--- src/rtl/cpu_pkg.sv ---
// Shared definitions for the 16-bit pipeline:
// ALU opcodes, EX FSM states, register sentinel.
package cpu_pkg;

    localparam logic [3:0] ALU_ADD  = 4'd0;
    localparam logic [3:0] ALU_SUB  = 4'd1;
    localparam logic [3:0] ALU_AND  = 4'd2;
    localparam logic [3:0] ALU_OR   = 4'd3;
    localparam logic [3:0] ALU_XOR  = 4'd4;
    localparam logic [3:0] ALU_NOT  = 4'd5;
    localparam logic [3:0] ALU_SLL  = 4'd6;
    localparam logic [3:0] ALU_SRL  = 4'd7;
    localparam logic [3:0] ALU_SRA  = 4'd8;
    localparam logic [3:0] ALU_SLT  = 4'd9;
    localparam logic [3:0] ALU_SLTU = 4'd10;
    localparam logic [3:0] ALU_CMP  = 4'd11;
    localparam logic [3:0] ALU_PSA  = 4'd12;
    localparam logic [3:0] ALU_PSB  = 4'd13;
    localparam logic [3:0] ALU_MUL  = 4'd14;
    localparam logic [3:0] ALU_DIV  = 4'd15;

    localparam logic [3:0] REG_NONE = 4'b1111;

    typedef enum logic [1:0] {
        ST_IDLE = 2'd0,
        ST_BUSY = 2'd1,
        ST_DONE = 2'd2
    } ex_state_e;

endpackage

--- src/rtl/muldiv_unit.sv ---
// Iterative unsigned multiply / restoring divide,
// one bit per cycle over MD_CYCLES cycles.
module muldiv_unit
    import cpu_pkg::*;
#(
    parameter int WIDTH     = 16,
    parameter int MD_CYCLES = 16
) (
    input  logic             CLK,
    input  logic             RST,
    input  logic             start,
    input  logic             abort,
    input  logic             op,
    input  logic [WIDTH-1:0] a,
    input  logic [WIDTH-1:0] b,
    output logic             done,
    output logic [WIDTH-1:0] result
);

    localparam int CW = $clog2(MD_CYCLES + 1);

    // MUL: r_a multiplicand, r_b multiplier, r_acc product
    // DIV: r_a dividend/quotient, r_b divisor, r_acc remainder
    logic [CW-1:0]    r_cnt;
    logic             r_op;
    logic [WIDTH-1:0] r_a;
    logic [WIDTH-1:0] r_b;
    logic [WIDTH-1:0] r_acc;

    logic [WIDTH:0]   w_rs;
    logic [WIDTH:0]   w_diff;
    logic             w_ge;

    assign w_rs   = {r_acc, r_a[WIDTH-1]};
    assign w_diff = w_rs - {1'b0, r_b};
    assign w_ge   = (w_rs >= {1'b0, r_b});

    assign done   = (r_cnt == CW'(1));
    assign result = r_op ? r_a : r_acc;

    // Load operands on start, then one shift step per cycle
    always_ff @(posedge CLK) begin
        if (RST || abort) begin
            r_cnt <= '0;
            r_op  <= 1'b0;
            r_a   <= '0;
            r_b   <= '0;
            r_acc <= '0;
        end else if (start) begin
            r_cnt <= CW'(MD_CYCLES);
            r_op  <= op;
            r_a   <= a;
            r_b   <= b;
            r_acc <= '0;
        end else if (r_cnt != '0) begin
            r_cnt <= r_cnt - CW'(1);
            if (r_op) begin
                r_a <= {r_a[WIDTH-2:0], w_ge};
                r_acc <= w_ge ? w_diff[WIDTH-1:0]
                              : w_rs[WIDTH-1:0];
            end else begin
                if (r_b[0])
                    r_acc <= r_acc + r_a;
                r_a <= r_a << 1;
                r_b <= r_b >> 1;
            end
        end
    end

endmodule

--- src/rtl/ex_stage.sv ---
// Execute stage: single-cycle ALU, mul/div sequencing
// FSM and the EX/MEM output register.
module ex_stage
    import cpu_pkg::*;
#(
    parameter int WIDTH     = 16,
    parameter int MD_CYCLES = 16
) (
    input  logic             CLK,
    input  logic             RST,
    input  logic             regwrite_i,
    input  logic             memtoreg_i,
    input  logic             memread_i,
    input  logic             memwrite_i,
    input  logic [3:0]       aluop_i,
    input  logic [WIDTH-1:0] alusrc1_i,
    input  logic [WIDTH-1:0] alusrc2_i,
    input  logic [WIDTH-1:0] memdata_i,
    input  logic [3:0]       regdst_i,
    input  logic [WIDTH-1:0] epc_i,
    input  logic             flush_i,
    output logic             stall_o,
    output logic             regwrite_o,
    output logic             memtoreg_o,
    output logic             memread_o,
    output logic             memwrite_o,
    output logic [WIDTH-1:0] aluresult_o,
    output logic [WIDTH-1:0] memdata_o,
    output logic [3:0]       regdst_o,
    output logic [WIDTH-1:0] epc_o,
    output logic             busy_o
);

    ex_state_e        r_state;
    logic [WIDTH-1:0] w_alu;
    logic [WIDTH-1:0] w_md_res;
    logic             w_md_done;
    logic             w_is_md;
    logic             w_start;

    assign w_is_md = (aluop_i == ALU_MUL) || (aluop_i == ALU_DIV);
    assign w_start = (r_state == ST_IDLE) && w_is_md && !flush_i;
    assign stall_o = !flush_i &&
                     (((r_state == ST_IDLE) && w_is_md) ||
                      (r_state == ST_BUSY));
    assign busy_o  = (r_state != ST_IDLE);

    muldiv_unit #(
        .WIDTH     (WIDTH),
        .MD_CYCLES (MD_CYCLES)
    ) u_muldiv (
        .CLK    (CLK),
        .RST    (RST),
        .start  (w_start),
        .abort  (flush_i),
        .op     (aluop_i == ALU_DIV),
        .a      (alusrc1_i),
        .b      (alusrc2_i),
        .done   (w_md_done),
        .result (w_md_res)
    );

    // Single-cycle ALU datapath
    always_comb begin
        w_alu = '0;
        case (aluop_i)
            ALU_ADD:  w_alu = alusrc1_i + alusrc2_i;
            ALU_SUB:  w_alu = alusrc1_i - alusrc2_i;
            ALU_AND:  w_alu = alusrc1_i & alusrc2_i;
            ALU_OR:   w_alu = alusrc1_i | alusrc2_i;
            ALU_XOR:  w_alu = alusrc1_i ^ alusrc2_i;
            ALU_NOT:  w_alu = ~alusrc1_i;
            ALU_SLL:  w_alu = alusrc1_i << alusrc2_i[3:0];
            ALU_SRL:  w_alu = alusrc1_i >> alusrc2_i[3:0];
            ALU_SRA:  w_alu = $unsigned($signed(alusrc1_i)
                                        >>> alusrc2_i[3:0]);
            ALU_SLT:  w_alu = ($signed(alusrc1_i) < $signed(alusrc2_i))
                              ? WIDTH'(1) : '0;
            ALU_SLTU: w_alu = (alusrc1_i < alusrc2_i)
                              ? WIDTH'(1) : '0;
            ALU_CMP:  w_alu = (alusrc1_i == alusrc2_i)
                              ? '0 : WIDTH'(1);
            ALU_PSA:  w_alu = alusrc1_i;
            ALU_PSB:  w_alu = alusrc2_i;
            default:  w_alu = '0;
        endcase
    end

    // IDLE -> BUSY on mul/div start, BUSY -> DONE on last step
    always_ff @(posedge CLK) begin
        if (RST || flush_i) begin
            r_state <= ST_IDLE;
        end else begin
            case (r_state)
                ST_IDLE: if (w_is_md) r_state <= ST_BUSY;
                ST_BUSY: if (w_md_done) r_state <= ST_DONE;
                ST_DONE: r_state <= ST_IDLE;
                default: r_state <= ST_IDLE;
            endcase
        end
    end

    // EX/MEM register: bubble on flush/stall, data holds
    always_ff @(posedge CLK) begin
        if (RST) begin
            regwrite_o  <= 1'b0;
            memtoreg_o  <= 1'b0;
            memread_o   <= 1'b0;
            memwrite_o  <= 1'b0;
            regdst_o    <= REG_NONE;
            aluresult_o <= '0;
            memdata_o   <= '0;
            epc_o       <= '0;
        end else if (flush_i || stall_o) begin
            regwrite_o  <= 1'b0;
            memtoreg_o  <= 1'b0;
            memread_o   <= 1'b0;
            memwrite_o  <= 1'b0;
            regdst_o    <= REG_NONE;
        end else begin
            regwrite_o  <= regwrite_i;
            memtoreg_o  <= memtoreg_i;
            memread_o   <= memread_i;
            memwrite_o  <= memwrite_i;
            regdst_o    <= regdst_i;
            aluresult_o <= (r_state == ST_DONE) ? w_md_res : w_alu;
            memdata_o   <= memdata_i;
            epc_o       <= epc_i;
        end
    end

endmodule

--- config.mk ---
export PLATFORM = sky130hd
export DESIGN_NAME = ex_stage
export DESIGN_NICKNAME = d
export VERILOG_FILES = /design/src/rtl/cpu_pkg.sv /design/src/rtl/muldiv_unit.sv /design/src/rtl/ex_stage.sv
export SDC_FILE = /design/constraint.sdc
export NUM_CORES = 1
export LEC_CHECK = 0
export CAP_MARGIN = 20
export CORE_UTILIZATION = 43
export CTS_BUF_LIST = sky130_fd_sc_hd__clkbuf_8 sky130_fd_sc_hd__clkbuf_16
export DETAILED_ROUTE_END_ITERATION = 8
export SETUP_SLACK_MARGIN = 0.1
export SYNTH_ARGS = -nofsm -noshare
export SYNTH_HDL_FRONTEND = slang
export SYNTH_SLANG_ARGS = --single-unit
--- constraint.sdc ---
create_clock -name CLK -period 9.9 [get_ports CLK]
set_input_delay 2.97 -clock CLK [delete_from_list [all_inputs] [get_ports CLK]]
set_output_delay 2.97 -clock CLK [all_outputs]
set_load 0.01 [all_outputs]
==> results of run 1 <==
==> metrics by stage <==
stage | total power, mW | cell area, µm² | instances | utilization, % | hold slack (ns)
final | 2.44 | 12400 | 1811 | 51.2 | 0.455
after global routing | 2.63 | 12400 | 1810 | 51.2 | 0.474
after CTS | 2.43 | 12400 | 1806 | 51.1 | 0.457
after detailed placement | 2.02 | 12100 | 1790 | 49.8 | 0.446
after global placement | 2.01 | 12100 | 1790 | 49.8 | 0.442
after floorplan | 1.71 | 10600 | 1417 | - | 0.458
==> worst reg2reg max path, stage by stage (launching register included) <==
cell and delay (ns):
dfxtp_1 0.38, a31oi_1 0.44, nor2_1 0.26, nor2_4 0.12, buf_4 0.44, o21ai_0 0.41
a2111oi_0 0.83, a31oi_1 0.24
==> sequential cells by signal (all words and copies together) (netlist names) <==
signal and flops:
aluresult_o 16, epc_o 16, memdata_o 16, u_muldiv.r_a 16, u_muldiv.r_acc 16, u_muldiv.r_b 16, u_muldiv.r_cnt 5, regdst_o 4
r_state 2, memread_o 1, memtoreg_o 1, memwrite_o 1, regwrite_o 1, u_muldiv.r_op 1
==> cells in the final DEF (no fill, tap or decap), types with 8 or more instances in the layout <==
cell type          n
a211oi_1          64
a21o_1            15
a21oi_1          156
a22oi_1           10
a31oi_1           16
and2_1             9
and3_1            10
buf_4             19
clkbuf_16          9
clkdlybuf4s50_1  135
dfxtp_1          112
ha_1              88
inv_1             73
mux2i_1           50
mux4_2            18
nand2_1          138
nand2b_1          24
nand3_1           18
nor2_1           154
nor2b_1           11
nor3_1            35
nor4_1             9
o211ai_1          10
o21a_1            11
o21ai_0           70
o21ai_1           11
o22ai_1           11
or2_2              8
or3_1             13
xnor2_1           20
xor2_1             9
==> power groups by stage <==
| stage | logic, mW | registers [mW] | clock network (mW) |
|---|---|---|---|
| floorplan | 1.16 | 0.555 | 0 |
| global route | 1.64 | 0.560 | 0.426 |
| detailed placement | 1.46 | 0.563 | 0 |
| global placement | 1.45 | 0.559 | 0 |
| CTS | 1.47 | 0.552 | 0.407 |
| finish | 1.50 | 0.552 | 0.393 |
==> area by class of cell <==
cell class                      count  area (µm²)
Fill cell                        2434       11800
Multi-Input combinational cell   1126        7660
Inverter                           74         278
Antenna cell                        1        2.50
Clock buffer                        9         225
Tap cell                          324         405
Timing Repair Buffer              158        1530
Clock inverter                      7        88.8
Sequential cell                   112        2240
==> metal layers <==
layer / global-route usage, % / routed length [µm] / up-vias
li1: - / - / 5270
met5: 0 / 0 / -
met3: 4.49 / 3010 / 88
met2: 48.3 / 17700 / 517
met1: 42.7 / 17800 / 5319
met4: 14.2 / 1760 / 0
==> kinds of logic after synthesis <==
logic type / Yosys count
xor gates and xnor gates: 29
muxes: 79
adders and majority gates: 92
DFF: 112
AOI/OAI and AO/OA: 468
and+or+nand+nor: 458
buffers and inverters: 179
==> worst paths after layout <==
path	to	slack (ns)	depth (start not counted)
setup reg to reg	aluresult_o[0]	6.61	7
hold / removal	epc_o[14]	0.46	2
hold reg to reg	epc_o[14]	0.46	2
setup / recovery	stall_o	1.87	6
==> run metrics, run 1 <==
status complete, no violations; Sw Ratio 45.4%; Routed WL 40300 µm; Fmax 125 MHz; xor/xnor cell area share of the yosys netlist 2.40%; number of global-route vias before repair 10259; per-cell routed wire length 22.3 µm; CP required 6.93 ns; Worst slew margin 27.5%; max-cap viol count 0; post-synthesis cell count 1417; grt total ovfl 0; via count 11194; initial core utilization 43.7%; area share of fa/ha/maj cells after synthesis 11.2%; DPL Wire Length 30300 µm; CORE AREA 0.0242 mm²; Clk network pwr share 16.1%; CP top delay family buffers and inverters; setup ws final 1.87 ns; beginning of the worst hold path epc_o[14]; cell taking the most area after synthesis dfxtp_1; post-synthesis cell area 0.0106 mm²; Final nets 1652; Post-DRT Antenna Nets 0; Critical R2R Launch r_state[0]; Buf/Inv on CP 3; Boundary Pins 137; CP dominant cell by count clkdlybuf4s50_1; Worst Max-Slew Pin Slew 1.08 ns; part of the power in registers 22.6%; number of buffers added on ports 136; root buffer cell clkbuf_16; Lkg Pwr 4.87 nW; Die Ht 159 µm; Pre-antenna DRT Iters 6; initial antenna violation count 1; Synth Register Bits 112; largest net degree at the start of global routing 67; Longest Clk Path Bufs 2; count of unique library cells instantiated by Yosys 80; number of synthesized flops with an enable pin 0; crit path from aluop_i[3]; Synth Area per Inst 7.47 µm²; critical path class input pin to output pin; Crit path arrival time 5.06 ns; Psw 1.11 mW; Comb pwr share 61.3%; worst skew pair latency 0.36 ns; top-area cell type share of the netlist area 21.2%; Die ar. 0.0253 mm²; count leader, synth a21oi_1; standard-cell rows 57; largest cells by area after synthesis dfxtp_1, ha_1, a21oi_1, nor2_1, nand2_1; Worst path slowest cell clkdlybuf4s50_1; mux cell area share after synthesis 9.87%; worst hold path class register to register; first-pass GRT wire length 61200 µm; Main synth FF type dfxtp_1; # DRC 0; Total Neg Setup Slack 0 ns; proportion of layout cells with a drive suffix above 1 5.52%; Mapped Nets 1588; Setup Viol. Count Final 0; dpl ws 1.92 ns; Final GP Congestion 0.997; hold_buf cts 0; Clock Pin Slew Worst Setup and Hold Paths 0.07 ns; clock sinks 112; post-CTS sizing 0; largest family of logic cells by synthesized area compound AO/OA/AOI/OAI gates; FFs w/ async S/R, synth 0%; Worst VDD drop 0.209 mV; Ys Warns 0; drt via density 6.18; critical path fanouts, max 29; final cycle utilization of the critical path 81.1%; CTS tree done; Die X 159 µm; P per Cell Area 197 mW/mm²; Critical Path Source Type input pin; clk_skew 0.0115 ns; Hold Vio Cnt, Final 0; Total Routing Usage GR 31.1%; Max H-tree Level 3; post-CTS setup buffers 0; Post-synth top cells a21oi_1, nor2_1, nand2_1; Synth Area in Compound Gates 28.9%; Seq/Total Area, Yosys 21.2%; RSZ-0062 raised after global routing false; element type at the critical path end output pin; DR iter-0 viols 1132; CTS buffer count 9; area grow syn2layout 17.4%; simple-gate area share of the yosys netlist 19.8%; fin. max-slew vios 0; Final Critical Period 8.03 ns; crit path cell chain clkdlybuf4s50_1 > buf_4 > a31oi_1 > or2_2 > nor2_1 > clkdlybuf4s50_1; Crit path largest cell delay 0.54 ns; Int Power 1.33 mW
No activity file was read; power rests on OpenSTA's default activity.
==> inputs of run 2 (changes only) <==
--- a/config.mk
+++ b/config.mk
@@ -9,6 +9,7 @@
 export CORE_UTILIZATION = 43
 export CTS_BUF_LIST = sky130_fd_sc_hd__clkbuf_8 sky130_fd_sc_hd__clkbuf_16
 export DETAILED_ROUTE_END_ITERATION = 8
+export PLACE_DENSITY = 0.67
 export SETUP_SLACK_MARGIN = 0.1
 export SYNTH_ARGS = -nofsm -noshare
 export SYNTH_HDL_FRONTEND = slang
==> constraint.sdc (replaced) <==
create_clock -name CLK -period 7.05 [get_ports CLK]
set_input_delay 2.115 -clock CLK [delete_from_list [all_inputs] [get_ports CLK]]
set_output_delay 2.115 -clock CLK [all_outputs]
set_load 0.01 [all_outputs]
==> run metrics, run 2 (same netlist as run 1, synthesis figures left out) <==
Worst slew margin 26.1% (was 27.5%); clk_skew 0.0117 ns (was 0.0115 ns); overall power 3.52 mW (was 2.44 mW); Final Critical Period 6.07 ns; placed cell area 0.0122 mm² (was 0.0121 mm²); Critical R2R Launch u_muldiv.r_b[1] (was r_state[0]); initial core utilization 43.7% (unchanged); status complete, no violations (unchanged); # DRC 0 (unchanged); grt total ovfl 0 (unchanged); FF/Latch Area 0.00224 mm² (unchanged); critical path class input pin to output pin (unchanged); Critical Path Source Type input pin (unchanged); post-CTS setup buffers 0 (unchanged); via count 11340 (was 11194); Final GP Congestion 0.994 (was 0.997); Die ar. 0.0253 mm² (unchanged); Boundary Pins 137 (unchanged); CTS tree done (unchanged); Crit path arrival time 3.95 ns (was 5.06 ns); Hold EP memdata_o[5] (was epc_o[14]); post-CTS sizing 0 (unchanged); most common cell after layout, fill and taps aside a21oi_1 (unchanged); fin. max-slew vios 0 (unchanged); Final nets 1661 (was 1652); DPL Wire Length 29400 µm (was 30300 µm); Die X 159 µm (unchanged); Die Ht 159 µm (unchanged); CORE AREA 0.0242 mm² (unchanged); CTS buffer count 9 (unchanged); Post-DRT Antenna Nets 0 (unchanged); Total Routing Usage GR 30.7% (was 31.1%); Hold Vio Cnt, Final 0 (unchanged); CP required 4.93 ns (was 6.93 ns); root buffer cell clkbuf_16 (unchanged); Clock Pin Slew Worst Setup and Hold Paths 0.07 ns (about the same); worst skew pair latency 0.36 ns (about the same); P per Cell Area 280 mW/mm² (was 197 mW/mm²); dpl ws 1.01 ns (was 1.92 ns); Worst VDD drop 0.278 mV (was 0.209 mV); largest net degree at the start of global routing 67 (unchanged); final cycle utilization of the critical path 86.1%; number of buffers added on ports 136 (unchanged); most frequent cells in the layout a21oi_1, nor2_1, nand2_1 (unchanged); per-cell routed wire length 21.5 µm (was 22.3 µm); worst hold path class register to register (unchanged); Max H-tree Level 3 (unchanged); critical path fanouts, max 5 (was 29); worst r2r path cells 11 (was 7); hold path depth 2 (unchanged); standard-cell rows 57 (unchanged); Longest Clk Path Bufs 2 (unchanged); final cell count without fillers 1819 (was 1811); element type at the critical path end output pin (unchanged); Pre-antenna DRT Iters 6 (unchanged); number of global-route vias before repair 10615 (was 10259); Lkg Pwr 4.93 nW (was 4.87 nW); Fmax 165 MHz; Critical R2R Capture u_muldiv.r_acc[3] (was aluresult_o[0]); clock sinks 112 (unchanged); proportion of layout cells with a drive suffix above 1 6.09% (was 5.52%); area grow syn2layout 18.5% (was 17.4%); beginning of the worst hold path memdata_o[5] (was epc_o[14]); area of the multi-input gates 0.00766 mm² (unchanged); first-pass GRT wire length 61200 µm (about the same); drt via density 6.23 (was 6.18); Total Neg Setup Slack 0 ns (unchanged); Routed WL 39200 µm (was 40300 µm); hold_buf cts 0 (unchanged); placed insts 1800 (was 1790); cell area after layout 0.0125 mm² (was 0.0124 mm²); Antenna diodes 0 (was 1); FF-to-FF setup slack 3.84 ns (was 6.61 ns); worst hold slack 0.453 ns (was 0.455 ns); RSZ-0062 raised after global routing false (unchanged); Worst Max-Slew Pin Slew 1.08 ns (about the same); fin util 51.7% (was 51.2%); max-cap viol count 0 (unchanged); setup ws final 0.982 ns (was 1.87 ns); fill cell count 2381 (was 2434); initial antenna violation count 0 (was 1); Setup Viol. Count Final 0 (unchanged); DR iter-0 viols 1110 (was 1132)
## run 2: cell count changes in the layout (fill, tap and decap cells not counted), sizes merged
cell / previous run / this run
diode: 1 / 0
clkinvlp: 0 / 2
buf: 21 / 31
clkbuf: 11 / 10
bufinv: 1 / 4
clkinv: 4 / 1
inv: 76 / 74
## run 2: cell type report
class	count	area share, %
Timing Repair Buffer	167	12.7
Multi-Input combinational cell	1126	61.1
Inverter	74	2.21
Clock buffer	9	1.80
Sequential cell	112	17.9
Tap cell	324	3.23
Clock inverter	7	1.15
## run 2: worst max path at each step
| stage | start | endpoint | slack, ns | cells past startpoint |
|---|---|---|---|---|
| 2_1_floorplan | aluop_i[1] | stall_o | 1.97 | 4 |
| 3_3_place_gp | aluop_i[3] | stall_o | 1.01 | 5 |
| 6_report | aluop_i[3] | stall_o | 0.98 | 5 |
| 3_5_place_dp | aluop_i[3] | stall_o | 1.01 | 5 |
| 4_1_cts | aluop_i[3] | stall_o | 1.01 | 5 |
| 5_1_grt | aluop_i[3] | stall_o | 0.84 | 5 |
## run 2: layer usage
layer | vias to the layer above | wire (µm) | part of all wire [%] | global-route usage [%]
met5 | - | 0 | 0 | 0
met4 | 0 | 1470 | 3.8 | 12.8
met3 | 86 | 3540 | 9.0 | 5.28
met2 | 590 | 17000 | 43 | 47.3
met1 | 5364 | 17100 | 44 | 42.4
li1 | 5300 | - | - | -
## run 2: worst max-delay path, cell delays in order
cell and delay, ns:
clkdlybuf4s50_1 0.43, a31oi_1 0.61, or2_2 0.27, nor2_1 0.05
clkdlybuf4s50_1 0.48
## run 2: report_power, final
group | leakage [nW] | internal, mW | switching [mW]
combinational | 3.85 | 0.876 | 1.23
sequential | 0.915 | 0.710 | 0.0663
clock | 0.172 | 0.384 | 0.253
